<file path="config.mk">
export PLATFORM = sky130hd
export DESIGN_NAME = masked_adder_arbiter
export DESIGN_NICKNAME = d
export VERILOG_FILES = /design/src/rtl/masked_adder_arbiter_pkg.sv /design/src/rtl/adder_2bit.sv /design/src/rtl/masked_adder_arbiter_rr.sv /design/src/rtl/masked_adder_arbiter.sv
export SDC_FILE = /design/constraint.sdc
export NUM_CORES = 1
export LEC_CHECK = 0
export ABC_AREA = 1
export BUFFER_PORTS_ARGS = -buffer_cell sky130_fd_sc_hd__clkbuf_2
export CORE_MARGIN = 10
export CORE_UTILIZATION = 52
export CTS_CLUSTER_SIZE = 14
export DETAILED_ROUTE_END_ITERATION = 10
export PLACE_DENSITY = 0.77
export SKIP_LAST_GASP = 1
export SLEW_MARGIN = 20
export SYNTH_ARGS = -nofsm -noshare
export SYNTH_HDL_FRONTEND = slang
export SYNTH_SLANG_ARGS = --single-unit
</file>
<file path="constraint.sdc">
create_clock -name clk -period 2.8 [get_ports clk]
set_input_delay 0.14 -clock clk [delete_from_list [all_inputs] [get_ports clk]]
set_output_delay 0.14 -clock clk [all_outputs]
set_load 0.05 [all_outputs]
</file>
<file path="src/rtl/masked_adder_arbiter_pkg.sv">
// Shared constants, tag type and masked-share helpers for the masked adder arbiter.
package masked_adder_arbiter_pkg;

  localparam int D       = 2;
  localparam int N       = 4;
  localparam int ADD_LAT = 4;

  function automatic int rnd_width(input int d);
    return 4 * d * (d - 1) / 2;
  endfunction

  localparam int RND_W   = rnd_width(D);
  localparam int NPAIR   = D * (D - 1) / 2;
  localparam int IDX_W   = $clog2(N);
  localparam int SHARE_W = 2 * D;

  typedef struct packed {
    logic             valid;
    logic [IDX_W-1:0] idx;
  } tag_t;

  function automatic logic [SHARE_W-1:0] share_slice(input logic [N*SHARE_W-1:0] bus,
                                                     input logic [IDX_W-1:0]     i);
    return bus[i*SHARE_W +: SHARE_W];
  endfunction

  // DOM cross products; the (i,j) and (j,i) terms share one random bit so they cancel.
  function automatic logic [D*D-1:0] dom_cross(input logic [D-1:0]     x,
                                               input logic [D-1:0]     y,
                                               input logic [NPAIR-1:0] r);
    logic [D*D-1:0] t;
    int lo;
    int hi;
    t  = '0;
    lo = 0;
    hi = 0;
    for (int i = 0; i < D; i++) begin
      for (int j = 0; j < D; j++) begin
        t[i*D+j] = x[i] & y[j];
        if (i != j) begin
          lo = (i < j) ? i : j;
          hi = (i < j) ? j : i;
          t[i*D+j] = t[i*D+j] ^ r[lo*D - lo*(lo+1)/2 + hi - lo - 1];
        end
      end
    end
    return t;
  endfunction

  function automatic logic [D-1:0] dom_compress(input logic [D*D-1:0] t);
    logic [D-1:0] z;
    for (int i = 0; i < D; i++) begin
      z[i] = ^t[i*D +: D];
    end
    return z;
  endfunction

endpackage

</file>
<file path="src/rtl/adder_2bit.sv">
// Pipelined masked 2-bit adder: a in cycle t, b in t+1, out_c settles in t+ADD_LAT-1;
// the consumer's response register forms the last stage of the ADD_LAT latency.
module adder_2bit
  import masked_adder_arbiter_pkg::*;
(
  input  logic               clk,
  input  logic               rst,
  input  logic [SHARE_W-1:0] a,
  input  logic [SHARE_W-1:0] b,
  input  logic [RND_W-1:0]   rnd,
  output logic [3*D-1:0]     out_c
);

  logic [SHARE_W-1:0]   a_r;
  logic [RND_W-1:0]     rnd_r;
  logic [D*D-1:0]       g0_t_r;
  logic [D*D-1:0]       g1_t_r;
  logic [D-1:0]         s0_1_r;
  logic [D-1:0]         p1_r;
  logic [D-1:0]         a1_r;
  logic [D-1:0]         b1_r;
  logic [2*NPAIR-1:0]   rnd_1_r;
  logic [D*D-1:0]       ag_t_r;
  logic [D*D-1:0]       bg_t_r;
  logic [D-1:0]         g1_r;
  logic [D-1:0]         s0_2_r;
  logic [D-1:0]         s1_r;
  logic [D-1:0]         g0_s;

  assign g0_s = dom_compress(g0_t_r);

  // carry = maj(a1, b1, g0) = a1&b1 ^ a1&g0 ^ b1&g0, one DOM gadget per product
  always_ff @(posedge clk) begin
    if (rst) begin
      a_r     <= '0;
      rnd_r   <= '0;
      g0_t_r  <= '0;
      g1_t_r  <= '0;
      s0_1_r  <= '0;
      p1_r    <= '0;
      a1_r    <= '0;
      b1_r    <= '0;
      rnd_1_r <= '0;
      ag_t_r  <= '0;
      bg_t_r  <= '0;
      g1_r    <= '0;
      s0_2_r  <= '0;
      s1_r    <= '0;
    end else begin
      a_r     <= a;
      rnd_r   <= rnd;
      g0_t_r  <= dom_cross(a_r[D-1:0], b[D-1:0], rnd_r[0 +: NPAIR]);
      g1_t_r  <= dom_cross(a_r[2*D-1:D], b[2*D-1:D], rnd_r[NPAIR +: NPAIR]);
      s0_1_r  <= a_r[D-1:0] ^ b[D-1:0];
      p1_r    <= a_r[2*D-1:D] ^ b[2*D-1:D];
      a1_r    <= a_r[2*D-1:D];
      b1_r    <= b[2*D-1:D];
      rnd_1_r <= rnd_r[2*NPAIR +: 2*NPAIR];
      ag_t_r  <= dom_cross(a1_r, g0_s, rnd_1_r[0 +: NPAIR]);
      bg_t_r  <= dom_cross(b1_r, g0_s, rnd_1_r[NPAIR +: NPAIR]);
      g1_r    <= dom_compress(g1_t_r);
      s0_2_r  <= s0_1_r;
      s1_r    <= p1_r ^ g0_s;
    end
  end

  assign out_c = {g1_r ^ dom_compress(ag_t_r) ^ dom_compress(bg_t_r), s1_r, s0_2_r};

endmodule

</file>
<file path="src/rtl/masked_adder_arbiter_rr.sv">
// Round-robin grant over N requesters with a registered rotation pointer.
module rr_arbiter_n #(
  parameter int N = 4
) (
  input  logic                 clk,
  input  logic                 rst,
  input  logic [N-1:0]         req,
  input  logic                 en,
  output logic [N-1:0]         grant,
  output logic [$clog2(N)-1:0] grant_idx,
  output logic                 issue
);

  localparam int IW = $clog2(N);

  logic [IW-1:0] ptr_r;
  logic [IW-1:0] pick_s;
  logic [IW-1:0] cand_s;
  logic          found_s;
  int            c;

  // first requesting index at or above the pointer, wrapping past N-1
  always_comb begin
    pick_s  = ptr_r;
    found_s = 1'b0;
    cand_s  = ptr_r;
    c       = 0;
    for (int k = 0; k < N; k++) begin
      c = int'(ptr_r) + k;
      if (c >= N) begin
        c = c - N;
      end else begin
        c = c;
      end
      cand_s = IW'(c);
      if (!found_s && req[cand_s]) begin
        found_s = 1'b1;
        pick_s  = cand_s;
      end else begin
        found_s = found_s;
      end
    end
  end

  assign issue     = found_s & en & ~rst;
  assign grant     = issue ? (N'(1'b1) << pick_s) : {N{1'b0}};
  assign grant_idx = pick_s;

  // pointer moves just past the winner, holds otherwise
  always_ff @(posedge clk) begin
    if (rst) begin
      ptr_r <= '0;
    end else if (issue) begin
      ptr_r <= (pick_s == IW'(N - 1)) ? IW'(0) : pick_s + IW'(1);
    end else begin
      ptr_r <= ptr_r;
    end
  end

endmodule

</file>
<file path="src/rtl/masked_adder_arbiter.sv">
// Shares one masked 2-bit adder among N requesters: round-robin issue gated on fresh
// randomness, b operand skewed one cycle, tags tracked to route results back.
module masked_adder_arbiter
  import masked_adder_arbiter_pkg::*;
(
  input  logic                 clk,
  input  logic                 rst,
  input  logic [N-1:0]         req_valid,
  output logic [N-1:0]         req_ready,
  input  logic [N*SHARE_W-1:0] req_a,
  input  logic [N*SHARE_W-1:0] req_b,
  input  logic [RND_W-1:0]     rnd_in,
  input  logic                 rnd_valid,
  output logic                 rnd_ready,
  output logic [N-1:0]         resp_valid,
  output logic [3*D-1:0]       resp_c,
  output logic                 busy
);

  logic [N-1:0]       grant_s;
  logic [IDX_W-1:0]   grant_idx_s;
  logic               issue_s;
  logic [SHARE_W-1:0] add_a_s;
  logic [RND_W-1:0]   add_rnd_s;
  logic [3*D-1:0]     out_c_s;
  logic [SHARE_W-1:0] b_skew_r;
  logic               skew_valid_r;
  tag_t               tag_r [ADD_LAT];
  logic [N-1:0]       resp_valid_r;
  logic [3*D-1:0]     resp_c_r;
  logic               busy_s;

  rr_arbiter_n #(.N(N)) u_arb (
    .clk       (clk),
    .rst       (rst),
    .req       (req_valid),
    .en        (rnd_valid),
    .grant     (grant_s),
    .grant_idx (grant_idx_s),
    .issue     (issue_s)
  );

  // idle cycles feed the all-zero share encoding so no requester data leaks in
  always_comb begin
    add_a_s   = '0;
    add_rnd_s = '0;
    if (issue_s) begin
      add_a_s   = share_slice(req_a, grant_idx_s);
      add_rnd_s = rnd_in;
    end else begin
      add_a_s   = '0;
      add_rnd_s = '0;
    end
  end

  adder_2bit u_add (
    .clk   (clk),
    .rst   (rst),
    .a     (add_a_s),
    .b     (b_skew_r),
    .rnd   (add_rnd_s),
    .out_c (out_c_s)
  );

  // b skew, tag shift register and response capture aligned with out_c
  always_ff @(posedge clk) begin
    if (rst) begin
      b_skew_r     <= '0;
      skew_valid_r <= 1'b0;
      for (int k = 0; k < ADD_LAT; k++) begin
        tag_r[k] <= '0;
      end
      resp_valid_r <= '0;
      resp_c_r     <= '0;
    end else begin
      b_skew_r     <= issue_s ? share_slice(req_b, grant_idx_s) : {SHARE_W{1'b0}};
      skew_valid_r <= issue_s;
      tag_r[0]     <= '{valid: issue_s, idx: grant_idx_s};
      for (int k = 1; k < ADD_LAT; k++) begin
        tag_r[k] <= tag_r[k-1];
      end
      resp_valid_r <= tag_r[ADD_LAT-2].valid ? (N'(1'b1) << tag_r[ADD_LAT-2].idx) : {N{1'b0}};
      resp_c_r     <= tag_r[ADD_LAT-2].valid ? out_c_s : resp_c_r;
    end
  end

  always_comb begin
    busy_s = skew_valid_r;
    for (int k = 0; k < ADD_LAT; k++) begin
      busy_s = busy_s | tag_r[k].valid;
    end
  end

  assign req_ready  = grant_s;
  assign rnd_ready  = issue_s;
  assign resp_valid = resp_valid_r;
  assign resp_c     = resp_c_r;
  assign busy       = busy_s;

endmodule
</file>
# --- Word-level counts from Yosys, hierarchy flattened ---
# Memories as Yosys holds them, arrays and structs flattened.
# Cells that the tools add are included.
word_totals:
  ff_bits: 57
  ramBits: 12
  in_bits: 43
  n_memories: 1
classes:
  reduce_logical: 16
  muxes: 29
  n_eq_ne: 1
  bitwise: 42
  shift: 4
  add_sub_neg: 8
  magnitude_cmp: 8
memory_table:
  columns: ["memory", "words", "width", "rd", "rd_clocked_by_memory_dff", "write_ports", "line", "source"]
  rows:
  - ["tag_r", 4, 3, 4, 0, 4, "masked_adder_arbiter.sv:28", "tag_t tag_r [ADD_LAT];"]
op_table:
  columns: ["cell", "n"]
  rows:
  - ["$shiftx A16 B5 Y4", 2]
  - ["$and A1 B1 Y1", 18]
  - ["$mux W2", 9]
  - ["$reduce_xor A2 Y1", 8]
  - ["$lt A2 B3 Y1 const B", 4]
  - ["$mux W3", 4]
  - ["$mux W1", 11]
  - ["$xor A2 B2 Y2", 5]
  - ["$ge A3 B3 Y1 const B", 3]
  - ["$bmux W1 S2", 4]
  - ["$or A1 B1 Y1", 8]
  - ["$shl A1 B2 Y4 const A", 2]
  - ["$sub A2 B1 Y2 const B", 4]
  - ["$xor A1 B1 Y1", 8]
  - ["$add A2 B2 Y3 const B", 2]
  - ["$mux W4", 1]
  - ["$reduce_or A2 Y1", 2]
  - ["$add A2 B1 Y3 const B", 1]
  - ["$ge A2 B3 Y1 const B", 1]
  - ["$logic_and A1 B1 Y1", 3]
  - ["$logic_not A1 Y1", 3]
  - ["$not A1 Y1", 3]
  - ["$add A2 B1 Y2 const B", 1]
  - ["$eq A2 B2 Y1 const B", 1]

# --- Depth between registers and ports, before layout ---
depth:
  ltp_word: 18
  mapped_depth: 16

# --- Cells and area by module ---
# A second synthesis with hierarchy kept.
hier_totals:
  hier_cells: 464
  area_unflattened_um2: 3175.5
by_module_without_submodules:
  columns: ["mod", "instances", "area_each_um2", "cells_each", "seq_area_each_um2"]
  rows:
  - ["adder_2bit", 1, 1455.1, 192, 800.8]
  - ["masked_adder_arbiter", 1, 1136.1, 175, 480.5]
  - ["rr_arbiter_n", 1, 584.3, 97, 40.0]

# --- Worst setup path before layout ---
# Ideal clock, no wire load.
synth_timing:
  path_kind: "register to output"
  start: "register u_arb.ptr_r[1]"
  end: "output port req_ready[3]"
  required_time_ns: 2.660
  path_slack_ns: 0.395
  t_arrival_ns: 2.265
  n_path_buf: 2
  stages_incl_launch_ff: 15
  cell_sequence: "dfxtp_1 buf_2 inv_2 nand2_1 nand2_1 nand2_1 nand2_2 nand4_2 nand2_4 nand2_2 buf_6 inv_1 ha_1 inv_1 nor2_1"
synth_between:
  elab_chain_cells: 17
  elab_cells_between_ends: 41
  cone_classes: "add/sub: 7; order compare: 4; shift: 1; mux: 21; bitwise: 2; reduce/logical: 6"
synth_lines:
  columns: ["element", "line", "source"]
  rows:
  - ["from (decl)", "masked_adder_arbiter_rr.sv:16", "logic [IW-1:0] ptr_r;"]
  - ["from (signal assigned)", "masked_adder_arbiter_rr.sv:54", "ptr_r <= (pick_s == IW'(N - 1)) ? IW'(0) : pick_s + IW'(1);"]
  - ["from (signal assigned)", "masked_adder_arbiter_rr.sv:56", "ptr_r <= ptr_r;"]
  - ["branches (longest 16 deep; another with $add A2 B1 Y3)", null, null]
  - ["$mux W4 (*)", "masked_adder_arbiter_rr.sv:46", "assign grant = issue ? (N'(1'b1) << pick_s) : {N{1'b0}};"]
  - ["to (decl)", "masked_adder_arbiter.sv:9", "output logic [N-1:0] req_ready,"]
# Mark *: on every way between the ends. The select of a mux whose other input is x is not followed.

# --- Worst setup path in the final report ---
layout_timing:
  start: "register u_arb.ptr_r[0]"
  end: "output port req_ready[3]"
# Same word-level chain as after synthesis.

==> flow_metrics.py <==
metrics = {
    "sta": {
        "fmaxAchievable_mhz": 382.6,
        "worst_pin_slew_ps": 478.0,
        "setup_viol": 0,
        "rsz0062_at_grt": "no",
        "worst_slack_ps": 186.4,
        "final.setup.tns_ps": 0,
        "fin_crit_ps": 2614,
        "fin_skew_ps": 3.806,
        "final_hold_viol_count": 0,
        "report.final.slew_viol_count": 0,
        "slew_headroom": 0.6810,
        "period_share": 0.9334,
    },
    "clocking": {
        "cts_tree": "built",
        "clkTransAtPathRegs_ps": 60,
        "post_cts_buffers": 0,
        "cts.sinks": 66,
        "clockBufferDepth": 2,
        "cts_buffers": 9,
        "cts_root_buf": "clkbuf_8",
        "clk_latency_ps": 330,
        "htreeDepth": 3,
    },
    "worst_setup_path": {
        "critPathArrivalTime_ps": 2470,
        "start_kind": "register",
        "worstSetupPathType": "register to output port",
        "cp-end-kind": "output port",
        "r2r_slack_ps": 570,
        "crit_required_ps": 2660,
        "critPathMaxFanout": 17,
        "reg2reg_from": "u_arb.ptr_r[0]",
        "reg2reg_to": "u_arb.ptr_r[1]",
        "ff2ff_path_depth": 11,
    },
    "placed_design": {
        "gp_congestion": 0.8673,
        "portBuffers": 58,
        "place_ws_ps": 53.17,
        "hpwl_um": 4810,
    },
    "yosys": {
        "ys_ff_latch": 66,
        "syn_area_um2": 2990,
        "synth.net_count": 465,
        "synth_top_family_by_area": "simple AND/OR/NAND/NOR gates",
        "yosysSeqAreaShare": 0.4418,
        "synthAdderAreaFrac": 0.02092,
        "synth-xor-area-share": 0.03515,
        "synth_compound_area_frac": 0.04561,
        "synth_cell_types": 25,
        "synth.area.mux_share": 0,
        "syn-instance-count": 417,
        "synth_area_per_cell_um2": 7.171,
        "async_flop_share": 0,
        "synth_warnings": 0,
        "synth_edf_count": 0,
        "synthFlopType": "dfxtp_1",
        "synth-simple-area-share": 0.3473,
    },
    "detailed_routing": {
        "num_vias": 2606,
        "wire_per_inst_um": 11.11,
        "viasPerCell": 4.704,
        "drt_first_pass_iters": 5,
        "ant_nets": 0,
        "drt_iter0_drc": 125,
        "drc_errors": 0,
        "wirelength_um": 6156,
    },
    "finish": {
        "final_nets": 526,
        "num-fill-cells": 530,
        "areaGrowthSynthToFinish_pct": 18.91,
        "fin_util": 0.6418,
        "drive_gt1_frac": 0.2199,
        "num_antenna_cells": 0,
    },
    "pwr": {
        "power_leakage_uw": 0.001819,
        "power_per_cell_area_nw_per_um2": 1056,
        "worst_ir_drop_vdd_mv": 0.6094,
        "fin_total_pwr_uw": 3755,
    },
    "grt": {
        "grt_usage": 0.1432,
        "antenna_found_initial": 0,
        "overflow": 0,
        "grt_pass1_vias": 2543,
        "grt_max_degree": 35,
        "grt_pass1_wl_um": 10620,
    },
    "die": {
        "io_pins": 59,
        "die_w_um": 95.84,
        "die_area_um2": 9184,
        "dieHeight_um": 95.84,
        "core.rowCount": 27,
        "initial_core_util": 0.5397,
        "core_area_um2": 5540,
    },
    "worst_hold_path": {
        "hold_end": "u_add.rnd_r[3]",
        "hold_path_depth": 3,
        "hp-class": "input pin to register",
        "hold_path_startpoint": "rnd_in[3]",
    },
    "job": {
        "maxCapViolCount": 0,
    },
    "status": {
        "status": "completed",
    },
}
worst max-delay path by stage:
| stage | from | to | depth (start not counted) |
|---|---|---|---|
| 2_1_floorplan | u_arb.ptr_r[1] | req_ready[3] | 14 |
| 3_3_place_gp | u_arb.ptr_r[0] | req_ready[1] | 12 |
| 3_5_place_dp | u_arb.ptr_r[0] | req_ready[1] | 12 |
| 4_1_cts | u_arb.ptr_r[0] | req_ready[3] | 13 |
| 5_1_grt | u_arb.ptr_r[0] | req_ready[3] | 13 |
| 6_report | u_arb.ptr_r[0] | req_ready[3] | 12 |
worst max-delay path, cell delays in order (launching register included):
cell and delay (ps):
dfxtp_2 440, buf_4 200, nand2_1 80, nand3_1 90
nand2_1 130, nor2_8 180, nand4_4 240, nand2_2 240
inv_1 60, ha_1 190, inv_1 50, nor2_1 40
clkbuf_4 210
placed cells by master (no fill, tap or decap), types with 2 or more instances in the layout:
master,Yosys,routed
ha_1,5,5
buf_4,3,4
inv_1,60,60
xnor2_1,4,4
clkbuf_2,0,57
xor2_1,8,8
nand2_4,2,2
nor2_1,72,71
o21ai_0,14,14
a21oi_1,10,10
dfxtp_1,66,64
dfxtp_2,0,2
nand4_2,2,2
dlygate4sd3_1,0,3
clkbuf_8,0,12
or2_2,2,2
nand2_1,91,91
nand2_2,15,15
nand3_1,43,43
timing repair:
item,CTS,global route
gates resized for setup,2,5
setup endpoints to repair,4,4
hold endpoints to repair,3,0
hold buffers,3,0
sequential cells by signal, indices dropped and copies added (netlist names), 4 cells and up:
signal	cells
tag_r	10
u_add.rnd_r	4
u_add.bg_t_r	4
u_add.a_r	4
resp_c	6
u_add.g1_t_r	4
resp_valid	4
b_skew_r	4
u_add.ag_t_r	4
u_add.g0_t_r	4
synth_stat cells (3+ instances only):
master | instances | area (um^2)
nand2_1 | 91 | 341.6
nand3_1 | 43 | 215.2
inv_1 | 60 | 225.2
a21oi_1 | 10 | 50.05
dfxtp_1 | 66 | 1321
buf_6 | 3 | 33.78
xnor2_1 | 4 | 35.03
buf_4 | 3 | 22.52
buf_2 | 3 | 15.01
o21ai_0 | 14 | 70.07
nand2_2 | 15 | 93.84
clkbuf_1 | 6 | 22.52
nor2_1 | 72 | 270.3
ha_1 | 5 | 62.56
xor2_1 | 8 | 70.07
metal layers:
metal | track usage | wire [um] | part of all wire
met1 | 0.1525 | 2675 | 0.43
met2 | 0.2483 | 2942 | 0.48
met3 | 0.03969 | 417 | 0.068
met4 | 0.08477 | 120 | 0.019
met5 | 0 | 0 | 0
area by class of cell:
| type | count | area, um^2 | share of cell area |
|---|---|---|---|
| flip-flops and latches | 66 | 1324 | 0.3723 |
| repair buffers | 65 | 352.8 | 0.09923 |
| clock buffers | 13 | 168.9 | 0.04750 |
| clock inverters | 2 | 35.03 | 0.009852 |
| inverters | 62 | 235.2 | 0.06615 |
| multi-input cells | 274 | 1350 | 0.3797 |
| well taps | 72 | 90.09 | 0.02533 |
stage by stage:
stage / std cells / hold WS (ps) / cell area (um^2)
6_report: 554 / 27.63 / 3556
5_1_grt: 554 / 31.49 / 3556
4_1_cts: 554 / 9.973 / 3548
3_5_place_dp: 536 / 347.8 / 3307
3_3_place_gp: 536 / 347.3 / 3307
2_1_floorplan: 417 / 252.2 / 2990
power by group:
part	total, uW	switching, uW	internal, uW
combinational	1730	1180	556
sequential	1230	111	1120
clock	794	316	478
total	3750	1600	2150
cells by family after synthesis:
group | count (synthesis)
XOR/XNOR | 12
AND/OR/NAND/NOR | 231
AO/OA/AOI/OAI | 26
flip-flops | 66
buffers and inverters | 77
adder cells (fa/ha/maj) | 5
Power figures use the tool's default switching activity.
